<file path="src/rtl/cam_power_seq.sv">
// cam_power_seq: camera sensor power sequencer.
//   Power-up:   enable supply (cam_pwnd), release sensor reset (cam_rst_n), grant SCCB init.
//   Power-down: revoke init grant, wait for SCCB idle, assert reset, drop supply, let it settle.
//   A power-down request during the power-up ramp aborts straight to the reset-hold phase.
// Optional feature macro: CAM_PD_TIMEOUT_EN bounds the SCCB drain wait and adds pd_timeout.
// Ports:
//   clk        in   24MHz sensor clock
//   rst_n      in   async active-low reset
//   pu_req     in   power-up request pulse
//   pd_req     in   power-down request pulse
//   sccb_busy  in   SCCB master busy, synchronous to clk
//   cam_pwnd   out  1 = sensor supply enabled
//   cam_rst_n  out  sensor reset, 0 = reset
//   initial_en out  SCCB initialisation grant
//   cam_on     out  1 = fully powered
//   pd_done    out  1-cycle pulse when power-down completes
//   pd_timeout out  sticky drain-timeout flag (CAM_PD_TIMEOUT_EN only)
module cam_power_seq #(
    parameter logic [19:0] T_PWR      = 20'h04000,
    parameter logic [19:0] T_RST      = 20'h0ffff,
    parameter logic [19:0] T_INI      = 20'hfffff,
    parameter logic [19:0] T_RST_HOLD = 20'h00100,
    parameter logic [19:0] T_PWD_HOLD = 20'h01000,
    parameter logic [19:0] T_DRAIN    = 20'h0ffff
) (
    input  logic clk,
    input  logic rst_n,
    input  logic pu_req,
    input  logic pd_req,
    input  logic sccb_busy,
    output logic cam_pwnd,
    output logic cam_rst_n,
    output logic initial_en,
    output logic cam_on,
    output logic pd_done
`ifdef CAM_PD_TIMEOUT_EN
    ,
    output logic pd_timeout
`endif
);

    typedef enum logic [2:0] {
        StOff,
        StPwrWait,
        StRstWait,
        StIniWait,
        StOn,
        StDrain,
        StRstHold,
        StPwdHold
    } state_t;

    state_t      r_state;
    state_t      w_state_d;
    logic [19:0] r_cnt;
    logic [19:0] w_cnt_d;
    logic        w_pd_done_d;
`ifdef CAM_PD_TIMEOUT_EN
    logic        w_set_timeout;
    logic        w_clr_timeout;
    logic        r_pd_timeout;
`endif

    always_comb begin
        w_state_d   = r_state;
        w_pd_done_d = 1'b0;
`ifdef CAM_PD_TIMEOUT_EN
        w_set_timeout = 1'b0;
        w_clr_timeout = 1'b0;
`endif
        unique case (r_state)
            StOff: begin
                if (pu_req) begin
                    w_state_d = StPwrWait;
`ifdef CAM_PD_TIMEOUT_EN
                    w_clr_timeout = 1'b1;
`endif
                end
            end
            // pd_req during the ramp aborts without drain: SCCB has no grant yet.
            StPwrWait: begin
                if (pd_req)                          w_state_d = StRstHold;
                else if (r_cnt == T_PWR - 20'd1)     w_state_d = StRstWait;
            end
            StRstWait: begin
                if (pd_req)                          w_state_d = StRstHold;
                else if (r_cnt == T_RST - 20'd1)     w_state_d = StIniWait;
            end
            StIniWait: begin
                if (pd_req)                          w_state_d = StRstHold;
                else if (r_cnt == T_INI - 20'd1)     w_state_d = StOn;
            end
            StOn: begin
                if (pd_req) w_state_d = StDrain;
            end
            StDrain: begin
                if (!sccb_busy) begin
                    w_state_d = StRstHold;
`ifdef CAM_PD_TIMEOUT_EN
                end else if (r_cnt == T_DRAIN - 20'd1) begin
                    w_state_d     = StRstHold;
                    w_set_timeout = 1'b1;
`endif
                end
            end
            StRstHold: begin
                if (r_cnt == T_RST_HOLD - 20'd1) w_state_d = StPwdHold;
            end
            StPwdHold: begin
                if (r_cnt == T_PWD_HOLD - 20'd1) begin
                    w_state_d   = StOff;
                    w_pd_done_d = 1'b1;
                end
            end
            default: w_state_d = StOff;
        endcase
    end

    // Counter restarts on every state entry and saturates rather than wrapping.
    always_comb begin
        w_cnt_d = r_cnt;
        if (w_state_d != r_state) begin
            w_cnt_d = 20'd0;
        end else if (r_state != StOff && r_state != StOn && r_cnt != 20'hfffff) begin
            w_cnt_d = r_cnt + 20'd1;
        end
    end

    always_ff @(posedge clk or negedge rst_n) begin
        if (!rst_n) begin
            r_state <= StOff;
            r_cnt   <= 20'd0;
        end else begin
            r_state <= w_state_d;
            r_cnt   <= w_cnt_d;
        end
    end

    // Outputs are decoded from the next state so they change on the same edge as the state.
    always_ff @(posedge clk or negedge rst_n) begin
        if (!rst_n) begin
            cam_pwnd   <= 1'b0;
            cam_rst_n  <= 1'b0;
            initial_en <= 1'b0;
            cam_on     <= 1'b0;
            pd_done    <= 1'b0;
        end else begin
            cam_pwnd   <= (w_state_d == StRstWait) || (w_state_d == StIniWait) ||
                          (w_state_d == StOn) || (w_state_d == StDrain) ||
                          (w_state_d == StRstHold);
            cam_rst_n  <= (w_state_d == StIniWait) || (w_state_d == StOn) ||
                          (w_state_d == StDrain);
            initial_en <= (w_state_d == StOn);
            cam_on     <= (w_state_d == StOn);
            pd_done    <= w_pd_done_d;
        end
    end

`ifdef CAM_PD_TIMEOUT_EN
    always_ff @(posedge clk or negedge rst_n) begin
        if (!rst_n) begin
            r_pd_timeout <= 1'b0;
        end else if (w_set_timeout) begin
            r_pd_timeout <= 1'b1;
        end else if (w_clr_timeout) begin
            r_pd_timeout <= 1'b0;
        end
    end

    assign pd_timeout = r_pd_timeout;
`endif

endmodule

</file>
<file path="config.mk">
export PLATFORM = sky130hd
export DESIGN_NAME = cam_power_seq
export DESIGN_NICKNAME = d
export VERILOG_FILES = /design/src/rtl/cam_power_seq.sv
export SDC_FILE = /design/constraint.sdc
export NUM_CORES = 1
export LEC_CHECK = 0
export ABC_AREA = 1
export BUFFER_PORTS_ARGS = -buffer_cell sky130_fd_sc_hd__buf_2
export CAP_MARGIN = 20
export CELL_PAD_IN_SITES_DETAIL_PLACEMENT = 1
export CELL_PAD_IN_SITES_GLOBAL_PLACEMENT = 1
export CORE_ASPECT_RATIO = 0.7
export CORE_UTILIZATION = 30
export CTS_BUF_LIST = sky130_fd_sc_hd__clkbuf_4 sky130_fd_sc_hd__clkbuf_8
export DETAILED_ROUTE_END_ITERATION = 10
export GPL_TIMING_DRIVEN = 0
export PLACE_DENSITY = 0.65
export REMOVE_ABC_BUFFERS = 1
export SLEW_MARGIN = 25
export SYNTH_ARGS = -nofsm -noshare
export SYNTH_HDL_FRONTEND = slang
export SYNTH_SLANG_ARGS = --single-unit
</file>
<file path="constraint.sdc">
create_clock -name clk -period 2 [get_ports clk]
set_input_delay 0.2 -clock clk [delete_from_list [all_inputs] [get_ports clk]]
set_output_delay 0.2 -clock clk [all_outputs]
set_load 0.005 [all_outputs]
</file>
* After elaboration in Yosys (flattened, before gate mapping)
Index checks and enable logic that the tools add are counted.
** Word-level totals
- Register bits :: 27
- Bits of input ports :: 5
** Operators by class
- $add $sub $neg :: 1
- Eq/ne operators :: 20
- Muxes and demuxes :: 16
- Reductions and logical operators :: 11
** Operator list (count)
- $mux W20 :: 2
- $mux W3 :: 11
- $pmux W3 S8 :: 1
- $eq A3 B3 Y1 const B :: 7
- $add A20 B1 Y20 const B :: 1
- $eq A20 B12 Y1 const B :: 1
- $eq A20 B14 Y1 const B :: 1
- $eq A20 B16 Y1 const B :: 1
- $eq A20 B20 Y1 const B :: 1
- $eq A20 B8 Y1 const B :: 1
- $ne A20 B20 Y1 const B :: 1
- $eq A3 B2 Y1 const B :: 4
- $logic_or A1 B1 Y1 :: 6
- $eq A3 B1 Y1 const B :: 1
- $logic_not A3 Y1 :: 1
- $ne A3 B3 Y1 :: 1
- $ne A3 B3 Y1 const B :: 1
- $reduce_bool A3 Y1 :: 1
- $logic_and A1 B1 Y1 :: 2
- $mux W1 :: 2
- $reduce_bool A2 Y1 :: 1

* Longest topological paths before layout
- Word-level depth :: 9
- Mapped depth :: 14
- Depth with buffers taken out :: 13

* Worst setup path after synthesis
OpenSTA, ideal clock, no wires.
- Path kind :: reg2reg
- From :: register r_cnt[0]
- To :: register r_cnt[17]
- Library setup time :: 0.068 ns
- Arrival time :: 1.631 ns
- Slack :: 0.301 ns
- Stages on the path, launching flop included :: 15
- Path buffers :: 1
- Cells stage by stage :: dfrtp_1 > ha_1 > inv_1 > nor2_1 > nand2_1 > nor2_2 > nand3_2 > nand2_2 > inv_1 > nor2_1 > nand2_1 > nand3_2 > nand2_2 > buf_6 > nor2_4
** On the way
- Cells in the longest elaborated chain, start to end :: 6
- Elaborated cells on any way between the ends :: 21
** Ends and longest elaborated chain
- start, declared :: RTL line 55 : logic [19:0] r_cnt;
- start signal, assigned :: RTL line 135 : r_cnt <= w_cnt_d;
- $eq A20 B20 Y1, or another cell as far along :: RTL line 91 : else if (r_cnt == T_INI - 20'd1) w_state_d = StOn;
- $mux W3, on equally long branches :: RTL line 91, 83, 87
- $mux W3, on equally long branches :: RTL line 90, 82, 86
- $pmux W3 S8 :: RTL line 71 : unique case (r_state)
- $ne A3 B3 Y1 :: RTL line 122 : if (w_state_d != r_state) begin
- $mux W20 or $reduce_bool A2 Y1 (tied branches)
Several ways; a longest one is shown, not always the timed one. The select of a mux whose other input is x is not followed.
A chain may end at the register's enable or synchronous reset.

* Worst setup path after layout
- From :: register r_cnt[1]
- To :: register r_cnt[15]
** On the way
- Cells in the longest elaborated chain, start to end :: 6
- Elaborated cells on any way between the ends :: 21
** Ends and longest elaborated chain
- $eq A20 B20 Y1, or another cell as far along :: RTL line 91
- $mux W3, on equally long branches :: RTL line 91, 83, 87
- $mux W3, on equally long branches :: RTL line 90, 82, 86
- $pmux W3 S8 (*) :: RTL line 71
- via w_state_d[1] :: RTL line 54 : state_t w_state_d;
- $ne A3 B3 Y1 (*) :: RTL line 122
- $mux W20 or $reduce_bool A2 Y1 (tied branches)
Mark *: on every way through the listed nets, which the timed path passes. The rest lies on a longest branch. The select of a mux whose other input is x is not followed.

==> impl_metrics.sql <==
INSERT INTO impl_metrics (metric_group, metric, value, unit) VALUES
('status', 'outcome', 'complete, no violations', ''),
('clocking', 'clk-insertion-delay-late', '0.28', 'ns'),
('min_path', 'min-delay-path-class', 'in -> reg', ''),
('finish', 'ratio_of_cells_with_drive_above_1_in_the_final_layout', '36.6', '%'),
('yosys', 'number_of_distinct_library_cells_after_synthesis', '30', ''),
('die', 'core-area', '0.00578', 'mm^2'),
('route', 'detailedRoute.firstIterationViolations', '57', ''),
('die', 'fp.dieW', '95.0', 'um'),
('clocking', 'clock_tree_from_tritoncts', 'built', ''),
('die', 'die_y', '67.1', 'um'),
('clocking', 'worst_setup_hold_path_clk_slew', '0.10', 'ns'),
('worst_setup_path', 'timing.critical_path.arrival', '2.16', 'ns'),
('worst_setup_path', 'worstRegToRegCells', '14', ''),
('finish', 'fin_nets', '270', ''),
('clocking', 'clock_buffers_created_by_tritoncts', '3', ''),
('global_route', 'wire_length_of_the_first_global_routing_pass', '7340', 'um'),
('place', 'dpl.cell_count', '319', ''),
('sta', 'finalClockSkew', '0.0119', 'ns'),
('yosys', 'yosysWarningCount', '0', ''),
('global_route', 'total_routing_usage_gr', '15.3', '%'),
('place', 'place.gp.congestion', '0.755', ''),
('power_and_ir_drop', 'p_per_area', '398', 'mW/mm^2'),
('min_path', 'worst_hold_path_cell_count', '3', ''),
('sta', 'timing.final.crit_period', '1.94', 'ns'),
('power_and_ir_drop', 'max-vdd-ir-drop', '0.248', 'mV'),
('sta', 'slew_headroom', '57.0', '%'),
('finish', 'post_layout_nonfiller_instances', '337', ''),
('sta', 'period_utilisation_layout', '97.1', '%'),
('place', 'hpwlAfterDp', '3160', 'um'),
('clocking', 'ctsLongestPathBuffers', '2', ''),
('yosys', 'synthesis.area', '0.00182', 'mm^2'),
('place', 'detailed_place.area', '0.00193', 'mm^2'),
('yosys', 'syn_inst', '238', ''),
('die', 'i_o_pin_count', '10', ''),
('sta', 'timing_worst_slew_pin_value', '0.645', 'ns'),
('worst_setup_path', 'worstSetupStartpointType', 'flop', ''),
('place', 'port_buffers', '9', ''),
('die', 'rows', '23', ''),
('global_route', 'grt_remaining_overflow', '0', ''),
('yosys', 'synth-seq-cells', '27', ''),
('worst_setup_path', 'critPathRequiredTime', '2.21', 'ns'),
('power_and_ir_drop', 'power.leakage', '0.000994', 'uW'),
('route', 'post-route-drc-count', '0', ''),
('yosys', 'synth-seq-area-share', '37.2', '%'),
('worst_setup_path', 'worst-setup-path-type', 'reg -> reg', ''),
('finish', 'stdcell_area', '0.00228', 'mm^2'),
('clocking', 'cts.root.buffer_cell', 'sky130_fd_sc_hd__clkbuf_8', ''),
('finish', 'layout.cells.most_common_list', 'sky130_fd_sc_hd__nand2_1, sky130_fd_sc_hd__inv_1, sky130_fd_sc_hd__dfrtp_1', ''),
('sta', 'worst_hold_slack', '0.335', 'ns'),
('route', 'drt-pass1-iter-count', '4', ''),
('die', 'floorplan.initialDensity', '31.4', '%'),
('finish', 'layout_commonest_cell', 'sky130_fd_sc_hd__nand2_1', ''),
('route', 'wire_per_inst', '14.2', 'um'),
('sta', 'rsz0062_at_grt', 'yes', ''),
('sta', 'max_freq', '515', 'MHz'),
('route', 'detailroute.via_count', '1566', ''),
('sta', 'timing_max_transition_violations_final', '0', ''),
('global_route', 'grt_max_degree', '28', ''),
('finish', 'fillerInstances', '716', ''),
('global_route', 'grt_antenna_before_repair', '0', ''),
('worst_setup_path', 'worstSetupEndpointType', 'flop', ''),
('global_route', 'grt_pass1_vias', '1437', ''),
('sta', 'finalSetupViolations', '0', ''),
('die', 'fp.dieArea', '0.00638', 'mm^2'),
('route', 'drt-vias-per-instance', '4.65', ''),
('power_and_ir_drop', 'total_power', '909', 'uW'),
('clocking', 'cts-htree-levels', '1', ''),
('flow_run', 'cap_violations', '0', ''),
('clocking', 'cts.sink_count', '27', ''),
('yosys', 'synthesis.area_per_instance', '7.64', 'um^2'),
('finish', 'antennaDiodeCount', '0', ''),
('route', 'route.final.wire_length', '4800', 'um'),
('worst_setup_path', 'critical_path.max_fanout', '5', ''),
('sta', 'hold_viol_final', '0', ''),
('finish', 'layout-area-overhead-vs-synth', '25.7', '%'),
('route', 'route.antenna.remaining_nets', '0', '');
==> stage by stage <==
stage	setup TNS (ns)	worst slack, ns	utilization, %
2_1_floorplan	0	0.140	-
3_3_place_gp	-4.12	-0.224	33.3
3_5_place_dp	-6.15	-0.327	33.3
4_1_cts	-0.000590	-0.000590	35.7
5_1_grt	-0.539	-0.0481	39.5
6_report	0	0.0586	39.5
==> cell type report <==
type                       count  area [um^2]  share of cell area, %
timing repair buffer          20          150                   6.57
inverter                      37          139                   6.08
multi-input combinational    174         1170                   51.4
sequential                    27          679                   29.7
clock buffer                   4         48.8                   2.14
tap                           75         93.8                   4.11
==> critical path: stages, from the launching register on <==
cell and delay, ns:
sky130_fd_sc_hd__dfrtp_1 0.43, sky130_fd_sc_hd__ha_2 0.21, sky130_fd_sc_hd__inv_2 0.08, sky130_fd_sc_hd__nor2_4 0.03, sky130_fd_sc_hd__nand2_2 0.08, sky130_fd_sc_hd__nor2_4 0.05, sky130_fd_sc_hd__buf_4 0.14, sky130_fd_sc_hd__nand4_1 0.08
sky130_fd_sc_hd__nand2_1 0.08, sky130_fd_sc_hd__inv_2 0.08, sky130_fd_sc_hd__nand3_4 0.08, sky130_fd_sc_hd__a21oi_4 0.15, sky130_fd_sc_hd__buf_6 0.17, sky130_fd_sc_hd__nand2_8 0.10, sky130_fd_sc_hd__nor2_2 0.10
==> metal layers <==
layer | wire length, um | global-route usage, % | vias up
li1 | - | - | 802
met1 | 2510 | 23.2 | 743
met2 | 2150 | 22.9 | 19
met3 | 130 | 3.38 | 2
met4 | 9 | 1.14 | 0
met5 | 0 | 0 | -
==> flip-flops by register name, indices dropped and copies added, names as in the netlist <==
| signal | count |
|---|---|
| cam_pwnd | 1 |
| r_cnt | 20 |
| r_state | 3 |
| cam_on | 1 |
| pd_done | 1 |
| cam_rst_n | 1 |
==> cells by family (layout without fill, tap and decap cells) <==
family / Yosys count / in the layout / share of synthesized area (%)
xor gates and xnor gates: 15 / 15 / 7.23
and+or+nand+nor: 140 / 143 / 40.1
DFF: 27 / 27 / 37.2
adders and majority gates: 2 / 2 / 1.38
AOI/OAI and AO/OA: 14 / 14 / 4.89
buffers and inverters: 40 / 61 / 9.29
==> power breakdown <==
| part | switching, uW | internal [uW] | leakage, uW | total (uW) |
|---|---|---|---|---|
| Clock | 186 | 157 | 0.0000262 | 343 |
| Sequential | 0 | 545 | 0.000345 | 545 |
| Combinational | 15.4 | 4.79 | 0.000623 | 20.2 |
==> cells in the mapped netlist, drive strengths merged <==
library cell	number	area [um^2]
nor2	50	270
nand2	48	213
inv	36	135
dfrtp	27	676
nand3	24	143
xor2	11	96.3
nand4	8	50.1
nor3	8	40.0
o21ai	7	38.8
xnor2	4	35.0
a21oi	3	18.8
buf	3	30.0
ha	2	25.0
or2	2	12.5
a31o	1	8.76
clkinv	1	3.75
o211ai	1	7.51
o21a	1	7.51
o21bai	1	7.51
==> final timing paths <==
kind | slack (ns) | to | start
max in group asynchronous | 1.09 | r_cnt[3]$_DFFE_PN0P_ | rst_n
worst min register to register | 0.58 | r_cnt[19]$_DFFE_PN0P_ | r_cnt[19]$_DFFE_PN0P_
worst max-delay path | 0.06 | r_cnt[15]$_DFFE_PN0P_ | r_cnt[1]$_DFFE_PN0P_
worst min-delay path | 0.33 | r_state[2]$_DFF_PN0_ | pd_req
worst max register to register | 0.06 | r_cnt[15]$_DFFE_PN0P_ | r_cnt[1]$_DFFE_PN0P_
min in group asynchronous | 0.46 | r_cnt[4]$_DFFE_PN0P_ | rst_n
==> timing repair <==
action | 4_1_cts | 5_1_grt
pin swaps | 4 | 11
gates resized for setup | 6 | 36
hold buffers | 1 | 0
cloned | 1 | 2
setup buffers | 4 | 6
setup endpoints to repair | 20 | 23
hold endpoints to repair | 27 | 0
No activity file was read; power rests on OpenSTA's default activity.
